`config.mk`:
```
export PLATFORM = sky130hd
export DESIGN_NAME = dosing_timer
export DESIGN_NICKNAME = d
export VERILOG_FILES = /design/src/rtl/dosing_pkg.sv /design/src/rtl/dosing_timer_prescaler.sv /design/src/rtl/dosing_timer.sv
export SDC_FILE = /design/constraint.sdc
export NUM_CORES = 1
export LEC_CHECK = 0
export CAP_MARGIN = 20
export CORE_MARGIN = 4
export CORE_UTILIZATION = 56
export DETAILED_ROUTE_END_ITERATION = 8
export PLACE_DENSITY = 0.79
export SLEW_MARGIN = 20
export SYNTH_ARGS = -nofsm -noshare
export SYNTH_HDL_FRONTEND = slang
export SYNTH_HIERARCHICAL = 1
export SYNTH_SLANG_ARGS = --single-unit
```
`constraint.sdc`:
```
create_clock -name clk -period 3.75 [get_ports clk]
set_clock_uncertainty 0.2 [all_clocks]
set_input_delay 0.5625 -clock clk [delete_from_list [all_inputs] [get_ports clk]]
set_output_delay 0.5625 -clock clk [all_outputs]
set_load 0.005 [all_outputs]
```
`src/rtl/dosing_pkg.sv`:
```
// Shared types and constants for the dosing timer.
// Channel indices, FSM state encoding and one-hot motor codes.
package dosing_pkg;

  localparam int CH_R = 2;
  localparam int CH_Y = 1;
  localparam int CH_B = 0;

  localparam logic [2:0] M_R = 3'b100;
  localparam logic [2:0] M_Y = 3'b010;
  localparam logic [2:0] M_B = 3'b001;

  typedef enum logic [1:0] {
    ST_IDLE = 2'd0,
    ST_RUN  = 2'd1,
    ST_DONE = 2'd2
  } state_e;

  function automatic logic is_onehot(input logic [2:0] m);
    return (m == M_R) || (m == M_Y) || (m == M_B);
  endfunction

endpackage

```
`src/rtl/dosing_timer_prescaler.sv`:
```
// Unit prescaler: counts 0..TICKS-1 while enabled.
// unit_tick marks the enabled cycle that wraps the count.
module unit_prescaler #(
  parameter int TICKS = 4
) (
  input  logic clk,
  input  logic rst_n,
  input  logic clr,
  input  logic en,
  output logic unit_tick
);

  localparam int CW = (TICKS > 1) ? $clog2(TICKS) : 1;
  localparam logic [CW-1:0] LAST = CW'(TICKS - 1);
  localparam logic [CW-1:0] ONE  = CW'(1);

  logic [CW-1:0] cnt_q, cnt_d;

  // Next count: clear wins, then advance/wrap when enabled
  always_comb begin
    cnt_d = cnt_q;
    if (clr) begin
      cnt_d = '0;
    end else if (en) begin
      cnt_d = (cnt_q == LAST) ? '0 : cnt_q + ONE;
    end
  end

  // Count register
  always_ff @(posedge clk or negedge rst_n) begin
    if (!rst_n) cnt_q <= '0;
    else        cnt_q <= cnt_d;
  end

  assign unit_tick = en && !clr && (cnt_q == LAST);

endmodule

```
`src/rtl/dosing_timer.sv`:
```
// Per-channel dosing timer: times the active motor for amount x TICKS_PER_UNIT.
// Optional DOSING_PAUSE_EN adds a pausa input that freezes timing in RUN.
module dosing_timer
  import dosing_pkg::*;
#(
  parameter int TICKS_PER_UNIT = 5_000_000,
  parameter int AMOUNT_W       = 5
) (
  input  logic                clk,
  input  logic                reset,
  input  logic                load,
  input  logic [AMOUNT_W-1:0] amount_r,
  input  logic [AMOUNT_W-1:0] amount_y,
  input  logic [AMOUNT_W-1:0] amount_b,
  input  logic [2:0]          motores,
`ifdef DOSING_PAUSE_EN
  input  logic                pausa,
`endif
  output logic [2:0]          flags,
  output logic                busy,
  output logic [AMOUNT_W-1:0] remaining
);

  localparam logic [AMOUNT_W-1:0] ONE = AMOUNT_W'(1);

  state_e                       state_q, state_d;
  logic [2:0]                   chan_q, chan_d;
  logic [2:0]                   flags_q, flags_d;
  logic [AMOUNT_W-1:0]          rem_q, rem_d;
  logic [2:0][AMOUNT_W-1:0]     amt_q, amt_d;
  logic                         hold;
  logic                         pre_en;
  logic                         pre_clr;
  logic                         tick;

`ifdef DOSING_PAUSE_EN
  assign hold = pausa;
`else
  assign hold = 1'b0;
`endif

  assign pre_clr = (state_q != ST_RUN);
  assign pre_en  = (state_q == ST_RUN) && (motores == chan_q)
                && (rem_q != '0) && !hold;

  unit_prescaler #(
    .TICKS (TICKS_PER_UNIT)
  ) u_pre (
    .clk       (clk),
    .rst_n     (reset),
    .clr       (pre_clr),
    .en        (pre_en),
    .unit_tick (tick)
  );

  // Amount latch: only accepted outside RUN
  always_comb begin
    amt_d = amt_q;
    if (load && state_q != ST_RUN) begin
      amt_d[CH_R] = amount_r;
      amt_d[CH_Y] = amount_y;
      amt_d[CH_B] = amount_b;
    end
  end

  // FSM next state, channel capture, countdown and done pulse
  always_comb begin
    state_d = state_q;
    chan_d  = chan_q;
    rem_d   = rem_q;
    flags_d = '0;
    unique case (state_q)
      ST_IDLE: begin
        if (is_onehot(motores)) begin
          state_d = ST_RUN;
          chan_d  = motores;
          unique case (1'b1)
            motores[CH_R]: rem_d = amt_q[CH_R];
            motores[CH_Y]: rem_d = amt_q[CH_Y];
            motores[CH_B]: rem_d = amt_q[CH_B];
            default:       rem_d = '0;
          endcase
        end
      end
      ST_RUN: begin
        if (motores != chan_q) begin
          state_d = ST_IDLE;
        end else if (rem_q == '0) begin
          flags_d = chan_q;
          state_d = ST_DONE;
        end else if (tick) begin
          rem_d = rem_q - ONE;
        end
      end
      ST_DONE: begin
        if (motores != chan_q) state_d = ST_IDLE;
      end
      default: state_d = ST_IDLE;
    endcase
  end

  // State and datapath registers
  always_ff @(posedge clk or negedge reset) begin
    if (!reset) begin
      state_q <= ST_IDLE;
      chan_q  <= '0;
      flags_q <= '0;
      rem_q   <= '0;
      amt_q   <= '0;
    end else begin
      state_q <= state_d;
      chan_q  <= chan_d;
      flags_q <= flags_d;
      rem_q   <= rem_d;
      amt_q   <= amt_d;
    end
  end

  assign flags     = flags_q;
  assign busy      = (state_q == ST_RUN);
  assign remaining = busy ? rem_q : '0;

endmodule

```
Word-level counts from Yosys, hierarchy flattened
Cells that the tools add are included.
{ "totals": {"input_bits": 21, "word_cells": 59, "register_bits": 51} }
{ "op_classes": {"n_addsub": 2, "reduce_logical": 16, "mux": 18, "n_eq_ne": 15} }
{ "op_table": {"columns": ["operator", "n"], "rows": [
  ["2-to-1 mux 23 bit", 3],
  ["2-to-1 mux 5 bit", 5],
  ["adder 23 x 1 -> 23 bit, second input constant", 1],
  ["equality test 23 bit, second input constant", 1],
  ["case mux 5 bit (3 select lines)", 1],
  ["case mux 5 bit (2 select lines)", 1],
  ["2-to-1 mux 3 bit", 3],
  ["2-to-1 mux 2 bit", 4],
  ["!= test 2 bit, second input constant", 4],
  ["case mux 2 bit (3 select lines)", 1],
  ["logical AND 1 bit", 5],
  ["logical NOT 5 bit", 1],
  ["AND reduction 5 bit", 1],
  ["nonzero test 5 bit", 1],
  ["subtractor 5 x 1 -> 5 bit, second input constant", 1],
  ["!= test 2 x 1 -> 1 bit, second input constant", 2],
  ["nonzero test 2 bit", 2],
  ["equality test 3 x 1 -> 1 bit, second input constant", 1],
  ["equality test 3 x 2 -> 1 bit, second input constant", 1],
  ["equality test 3 bit", 1],
  ["equality test 3 bit, second input constant", 1],
  ["!= test 3 x 1 -> 1 bit, second input constant", 1],
  ["!= test 3 bit", 1],
  ["AND reduction 3 bit", 1],
  ["other kinds (6)", 7]
]} }

Longest topological paths before layout
Gate-level depths: netlist of the first run.
{ "depth": {"word_depth": 9, "ltp_mapped": 12, "depth_no_buf": 10} }

Hierarchy
Netlist of the first run, hierarchy kept.
{ "modules_own_cells": {"columns": ["mod", "area_per_inst_um2", "n_inst", "seq_area_each_um2", "cells_each"], "rows": [
  ["dosing_timer", 1467.7, 1, 700.7, 131],
  ["unit_prescaler", 1357.6, 1, 575.6, 161]
]} }

Least setup slack after synthesis of the first run
OpenSTA, ideal clock, no wires.
{ "synth_timing": {"kind": "flip-flop to flip-flop", "startpoint": "reg state_q[1]", "endpoint": "reg rem_q[4]", "t_arrival_ns": 2.722, "path_stages_with_launch": 13, "required_ns": 3.424, "setup_slack_ns": 0.701, "synth_period_minus_slack_ns": 3.049, "cell_sequence": "dfrtp_1 -> buf_6 -> nand2b_4 -> buf_6 -> or4_4 -> nor2_1 -> clkbuf_1 -> nand2b_1 -> nor3_1 -> nand2b_1 -> o221ai_2 -> or2_1 -> a221o_1"} }
{ "synth_between": {"elab_cells_between_ends": 15, "classes_between": "6 x eq/ne; 1 x mux; 8 x reduce/logical"} }
{ "synth_lines": {"columns": ["item", "line", "rtl"], "rows": [
  ["start, declared", "dosing_timer.sv:26", "state_e state_q, state_d;"],
  ["start signal, assigned", "dosing_timer.sv:111", "state_q <= state_d;"],
  ["!= test 2 x 1 -> 1 bit", "dosing_timer.sv:42", "assign pre_clr = (state_q != ST_RUN);"],
  ["named net pre_clr", "dosing_timer.sv:33", "logic pre_clr;"],
  ["logical NOT 1 bit", "dosing_timer_prescaler.sv:35", "assign unit_tick = en && !clr && (cnt_q == LAST);"],
  ["logical AND 1 bit (2 in a row)", "dosing_timer_prescaler.sv:35", null],
  ["named net tick", "dosing_timer.sv:34", "logic tick;"],
  ["!= test 2 x 1 -> 1 bit (no line)", null, null],
  ["AND reduction 5 bit (no line)", null, null],
  ["end signal, assigned", "dosing_timer.sv:114", "rem_q <= rem_d;"],
  ["end, declared", "dosing_timer.sv:29", "logic [AMOUNT_W-1:0] rem_q, rem_d;"]
]} }
The timed path passes the listed nets, and every way through them passes these cells.
A chain may end at the register's enable or synchronous reset.

Final worst setup path of the first run
{ "layout_timing": {"startpoint": "in motores[1]", "endpoint": "reg rem_q[4]"} }
{ "layout_between": {"elab_chain_len": 7, "elab_cells_between_ends": 18, "classes_between": "8 x eq/ne; 3 x mux; 7 x reduce/logical"} }
{ "layout_lines": {"columns": ["item", "line", "rtl"], "rows": [
  ["start, declared", "dosing_timer.sv:15", "input logic [2:0] motores,"],
  ["equality test 3 bit", "dosing_timer.sv:43", "assign pre_en = (state_q == ST_RUN) && (motores == chan_q)"],
  ["logical AND 1 bit", "dosing_timer.sv:43", null],
  ["logical AND 1 bit", "dosing_timer.sv:44", "&& (rem_q != '0) && !hold;"],
  ["named net pre_en", "dosing_timer.sv:32", "logic pre_en;"],
  ["logical AND 1 bit (2 in a row)", "dosing_timer_prescaler.sv:35", null],
  ["named net tick", "dosing_timer.sv:34", null],
  ["!= test 2 x 1 -> 1 bit (no line)", null, null],
  ["AND reduction 5 bit (no line)", null, null]
]} }
The timed path passes the listed nets, and every way through them passes these cells. The select of a mux whose other input is x is not followed.

==> flow_summary_export.csv, run 1 <==
group,metric,value,unit
cells_and_area,mostFrequentLayoutCells,"dfrtp_1 (51), nand2_1 (31), nand3_1 (30)",
timing,period_minus_slack,3.16,ns
cts,htreeDepth,2,
worst_setup_path,r2r_start,"state_q[1]",
placed_design,detailedPlacementHpwl,4530,um
route,wl,6220,um
worst_setup_path,crit_path_cell_trace,"clkdlybuf4s50_1 > xor2_1 > or4_4 > nor2_1 > nand2b_1 > nor3_1 > nand2b_1 > o221ai_2 > or2_1 > a221o_1",
status,outcome,"finished clean",
pwr,design_power_total,1.54,mW
placed_design,place.gp.congestion,0.895,
synthesis,synth.cell_area,2830,um2
cells_and_area,layout.nets,345,
route,routed_via_density,6.17,
route,antenna_violating_nets_post_route,0,
placed_design,pre_cts_setup_slack,0.290,ns
timing,report.final.hold_viol_count,0,
worst_setup_path,crit_arrival,3.14,ns
floorplan,initial_core_util,0.586,
route,firstDrtPassIters,5,
worst_setup_path,startpoint,"motores[1]",
global_route,grt_pass1_wl,11300,um
cts,cts_resized,0,
cts,path_clk_slew,0.09,ns
cells_and_area,post_layout_nonfiller_instances,390,
worst_setup_path,worst_path_most_repeated_cell,"nand2b_1",
cts,worstSkewPairLatency,0.30,ns
pwr,vdd_ir_drop_max,0.279,mV
global_route,antenna_found_initial,0,
worst_setup_path,startpoint_type,"primary input",
cells_and_area,num-fill-cells,399,
route,via_count,2406,
worst_setup_path,timing.critical_path.fanout_max,7,
floorplan,fp.coreArea,4820,um2
global_route,grt_pass1_vias,2351,
synthesis,number_of_flops_mapped_to_enable_cells_by_yosys,0,
timing,setup_ws,0.592,ns
placed_design,numPortBuffers,29,
route,avgRoutedWirePerCell,16.0,um
synthesis,ys_ff_latch,51,
floorplan,floorplan.die.width,79.0,um
worst_setup_path,critical-path-top-delay-family,"simple AND/OR/NAND/NOR gates",
timing,max-slew-margin-rel,0.373,
cells_and_area,drive_above_1_share,0.136,
synthesis,yosys_warnings,6,
global_route,grt_start_max_net_pins,43,
floorplan,die_height,79.0,um
worst_setup_path,critical-path-slowest-cell,"or4_4",
global_route,overflow,0,
placed_design,dp.cells,382,
timing,whs,0.205,ns
route,drtIter0Drc,263,
cells_and_area,mostFrequentLayoutCell,"dfrtp_1",
timing,max_freq,0.317,GHz
cts,cts_buffer_depth,2,
synthesis,synthesis.nets,315,
floorplan,io_pins,30,
route,post-route-drc-count,0,
cells_and_area,antenna_cells,0,
synthesis,synth.lib_cells_used.distinct,58,
worst_setup_path,critPathBufInv,1,
timing,setup_repair_after_global_routing_missed_its_margin,"false",
worst_setup_path,timing.critical_path.to_type,"flip-flop",
synthesis,primary_flip_flop_cell_chosen_by_synthesis_mapping,"dfrtp_1",
timing,transition_at_the_pin_with_the_smallest_max_transition_slack,0.940,ns
worst_setup_path,worst-endpoint-required,3.73,ns
cts,hold_buf_cts,0,
pwr,power_density,472,nW/um2
cts,cts_post_setup_buffers_inserted,0,
cells_and_area,areaGrowthSynthToFinish,15.2,%
timing,final.period_utilization,0.842,
synthesis,synth_cells,292,
floorplan,floorplan.die_area,6250,um2
timing,setup_viol,0,
timing,slew_violations,0,
cts,numCtsBuffers,5,
cts,clockRootBuffer,"clkbuf_8",
flow_run,max_capacitance_violation_total,0,
synthesis,synth_area_per_cell,9.68,um2
worst_setup_path,worst-setup-path-type,"primary input to flip-flop",
cells_and_area,area.sequential,1280,um2
worst_setup_path,critical-path-max-stage-delay,0.57,ns
cells_and_area,multi_input_comb_area,1460,um2
floorplan,std_cell_rows,25,
cts,cts.sinks,51,
cts,tritoncts,"built",
synthesis,seq_area_frac_synth,0.452,
timing,setup_tns,0,ns
pwr,total_leakage_power,1.36,nW
global_route,grt.total_usage,0.225,
worst_hold_path,hold_path_class,"primary input to asynchronous set/reset pin",
synthesis,asyncSetResetFlopFracSynth,1.00,
layout make-up:
cell class              count  share of cell area
repair buffers             35               0.101
multi-input cells         223               0.448
well taps                  67              0.0257
inverters                   6             0.00692
flip-flops and latches     51               0.392
clock inverters             2             0.00384
clock buffers               6              0.0223
metrics by stage:
stage	cell area, um2	util
finish	3260	0.676
detailed placement	3170	0.658
global route	3260	0.676
global placement	3170	0.658
CTS	3250	0.675
floorplan	2830	-
worst paths after layout:
check | cells past startpoint | slack, ns | end
min in group clk | 1 | 0.31 | amt_q[13]
worst max-delay path | 10 | 0.59 | rem_q[4]
max in group asynchronous | 2 | 2.45 | chan_q[1]
worst min-delay path | 1 | 0.20 | flags[2]
worst max register to register | 9 | 0.67 | rem_q[4]
worst min register to register | 1 | 0.31 | amt_q[13]
flip-flops by register name (all words and copies together), names as in the netlist:
signal       flops
u_pre/cnt_q     23
amt_q           15
rem_q            5
chan_q           3
flags            3
state_q          2
cells in the mapped netlist, types with 3 or more instances:
master,n,share of area
buf_2,3,0.0053
inv_1,5,0.0066
nor2b_1,4,0.0089
xor2_1,5,0.015
nor3_1,9,0.016
o22ai_1,3,0.0066
nand4_1,7,0.015
a21oi_1,7,0.012
and3_1,7,0.015
and4_1,3,0.0093
clkbuf_1,6,0.0080
buf_6,3,0.012
a222oi_1,4,0.014
dfrtp_1,51,0.45
and2_1,3,0.0066
a221o_1,3,0.011
nor2_1,22,0.029
nor4_1,3,0.0066
or2_2,4,0.0089
or3_1,8,0.018
nand2b_1,3,0.0066
o21ai_0,10,0.018
nand2_1,31,0.041
nand3_1,30,0.053
a21o_1,4,0.011
mux2_2,15,0.060
layer usage:
layer	vias to the layer above	GRT usage	wire length (um)
li1	1154	-	-
met1	1156	0.323	2960
met2	83	0.345	2830
met3	13	0.0442	347
met4	0	0.0653	77
met5	-	0	0
report_power, final:
part           internal, mW  switching [mW]  total (mW)
clock                 0.131           0.171       0.302
combinational         0.242           0.262       0.504
sequential            0.643          0.0864       0.730
cells by family (layout without fill, tap and decap cells):
logic type | Yosys count | after routing | share of synthesized area
xor gates and xnor gates | 5 | 5 | 0.0155
and+or+nand+nor | 146 | 146 | 0.282
adders and majority gates | 2 | 2 | 0.00886
muxes | 17 | 17 | 0.0669
AOI/OAI and AO/OA | 53 | 53 | 0.142
buffers and inverters | 18 | 49 | 0.0332
DFF | 51 | 51 | 0.452
Note: power is estimated with default switching activity, not from simulation.
==> run 2, diff against run 1 <==
clock period = 3.2 ns   (was 3.75 ns; I/O delays follow)
==> run 2 against run 1 <==
  * Combinational power up 25%
  * Hold slack worse by 0.19 ns
  * First-iteration DRC count down 40%
  * Sequential share of layout area down 0.85 points
  * Sequential power up 17%
  * Power up 23%
  * Setup slack worse by 0.33 ns
  * Wire length up 7.3%
  * Count of clock-buffer cells in the layout up 2
  * Cell count up 1.5%
  * Design area up 2.2%
==> flow_summary_export.csv, run 2 (synthesis gave the netlist of run 1 again) <==
group,metric,value,unit
status,outcome,"finished clean",
worst_setup_path,timing.critical_path.fanout_max,19,
global_route,grt_pass1_vias,2296,
cts,clockRootBuffer,"clkbuf_8",
cts,cts.sinks,51,
route,post-route-drc-count,0,
cells_and_area,num-fill-cells,406,
floorplan,io_pins,30,
cts,worstSkewPairLatency,0.30,ns
timing,setup_viol,0,
route,firstDrtPassIters,5,
cells_and_area,antenna_cells,0,
route,via_count,2461,
cells_and_area,areaGrowthSynthToFinish,17.8,%
pwr,power_density,567,nW/um2
floorplan,die_height,79.0,um
worst_setup_path,critical-path-slowest-cell,"dfrtp_1",
cts,hold_buf_cts,0,
cts,cts_resized,0,
route,antenna_violating_nets_post_route,0,
route,routed_via_density,6.21,
cts,path_clk_slew,0.09,ns
flow_run,max_capacitance_violation_total,0,
timing,slew_violations,0,
worst_setup_path,timing.critical_path.to_type,"output pin",
floorplan,initial_core_util,0.586,
timing,setup_tns,0,ns
route,wl,6680,um
cts,cts_post_setup_buffers_inserted,0,
placed_design,postPlaceCellArea,3230,um2
timing,report.final.hold_viol_count,0,
worst_setup_path,crit_arrival,2.26,ns
cts,numCtsBuffers,5,
cells_and_area,largest_register_ffs,23,
global_route,grt.total_usage,0.234,
worst_setup_path,r2r_start,"u_pre/cnt_q[0]",
pwr,vdd_ir_drop_max,0.345,mV
global_route,overflow,0,
cells_and_area,layout.nets,351,
worst_setup_path,critPathBufInv,3,
placed_design,place.gp.congestion,0.866,
worst_setup_path,worst-endpoint-required,2.52,ns
placed_design,detailedPlacementHpwl,4810,um
global_route,grt_start_max_net_pins,32,
timing,setup_repair_after_global_routing_missed_its_margin,"false",
floorplan,std_cell_rows,25,
timing,max_freq,0.341,GHz
floorplan,fp.coreArea,4820,um2
placed_design,numPortBuffers,29,
cts,tritoncts,"built",
route,drtIter0Drc,157,
worst_setup_path,crit_path_cell_trace,"nand2b_4 > buf_4 > clkinv_1 > and2_1 > clkdlybuf4s50_1",
floorplan,floorplan.die_area,6250,um2
global_route,grt_pass1_wl,11500,um
pwr,total_leakage_power,1.40,nW
cells_and_area,drive_above_1_share,0.152,
cells_and_area,mostFrequentLayoutCells,"dfrtp_1 (51), nand2_1 (31), nand3_1 (30)",
worst_setup_path,ff2ff_setup_slack,0.37,ns
cts,htreeDepth,2,
cells_and_area,layout.core_utilization,0.691,
worst_setup_path,worst-setup-path-type,"flip-flop to output pin",
worst_setup_path,startpoint_type,"flip-flop",
cells_and_area,fin_area,3330,um2
cts,cts_buffer_depth,2,
timing,period_minus_slack,2.94,ns
global_route,antenna_found_initial,0,
worst_setup_path,capture_point_of_the_worst_reg_to_reg_path,"rem_q[1]",
worst_setup_path,critical-path-max-stage-delay,0.53,ns
floorplan,floorplan.die.width,79.0,um
worst_setup_path,critical-path-top-delay-family,"buffers and inverters",
timing,max-slew-margin-rel,0.527,
timing,transition_at_the_pin_with_the_smallest_max_transition_slack,0.709,ns
route,avgRoutedWirePerCell,16.9,um
cells_and_area,top_regs,"u_pre/cnt_q x23, amt_q x15, rem_q x5",
worst_hold_path,hold_path_class,"primary input to asynchronous set/reset pin",
cells_and_area,mostFrequentLayoutCell,"dfrtp_1",
cells_and_area,max_flop_register,"u_pre/cnt_q",
worst_setup_path,worst_r2r_path_depth,9,
timing,whs,0.0113,ns
timing,final.period_utilization,0.917,
==> run 2: worst max-delay path by stage <==
stage,endpoint,slack (ns),start,cells past startpoint
2_1_floorplan,rem_q[4],0.15,state_q[1],12
3_3_place_gp,rem_q[1],0.03,motores[1],11
3_5_place_dp,rem_q[1],0.01,motores[0],11
4_1_cts,rem_q[1],0.28,motores[0],11
5_1_grt,remaining[4],0.11,state_q[1],5
6_report,remaining[4],0.26,state_q[1],5
==> run 2: power by group <==
part           total (mW)  leakage (nW)  switching [mW]  internal, mW
Combinational       0.630         0.686           0.322         0.308
Sequential          0.856         0.660           0.102         0.754
Clock               0.401        0.0515           0.204         0.198
Total                1.89          1.40           0.627          1.26
==> run 2: area by class of cell <==
cell class	instances	area (um2)	share of cell area
Multi-Input combinational cell	223	1460	0.438
Sequential cell	51	1280	0.383
Timing Repair Buffer	41	388	0.117
Clock buffer	8	100	0.0301
Tap cell	67	83.8	0.0252
Inverter	6	22.5	0.00677
==> run 2: per-stage QoR <==
stage	worst slack [ns]	power (mW)	instances
2_1_floorplan	0.151	1.26	292
3_3_place_gp	0.0251	1.46	388
3_5_place_dp	0.0144	1.48	388
4_1_cts	0.281	1.89	396
5_1_grt	0.107	2.00	396
6_report	0.265	1.89	396
==> run 2: metal layers <==
layer | share of wire | wire (um) | vias to the layer above | track usage
met3 | 0.063 | 423 | 16 | 0.0454
met1 | 0.46 | 3090 | 1190 | 0.350
met2 | 0.45 | 3030 | 92 | 0.337
li1 | - | - | 1163 | -
met4 | 0.021 | 142 | 0 | 0.0859
met5 | 0 | 0 | - | 0
==> run 2: worst reg2reg max path: stages, from the launching register on <==
cell and delay, ns:
dfrtp_1 0.43, ha_1 0.24, nand3_1 0.20, or4_4 0.59
nor3_1 0.19, nand2b_1 0.14, o221ai_2 0.10, buf_4 0.17
nor3b_2 0.28, mux2i_1 0.22
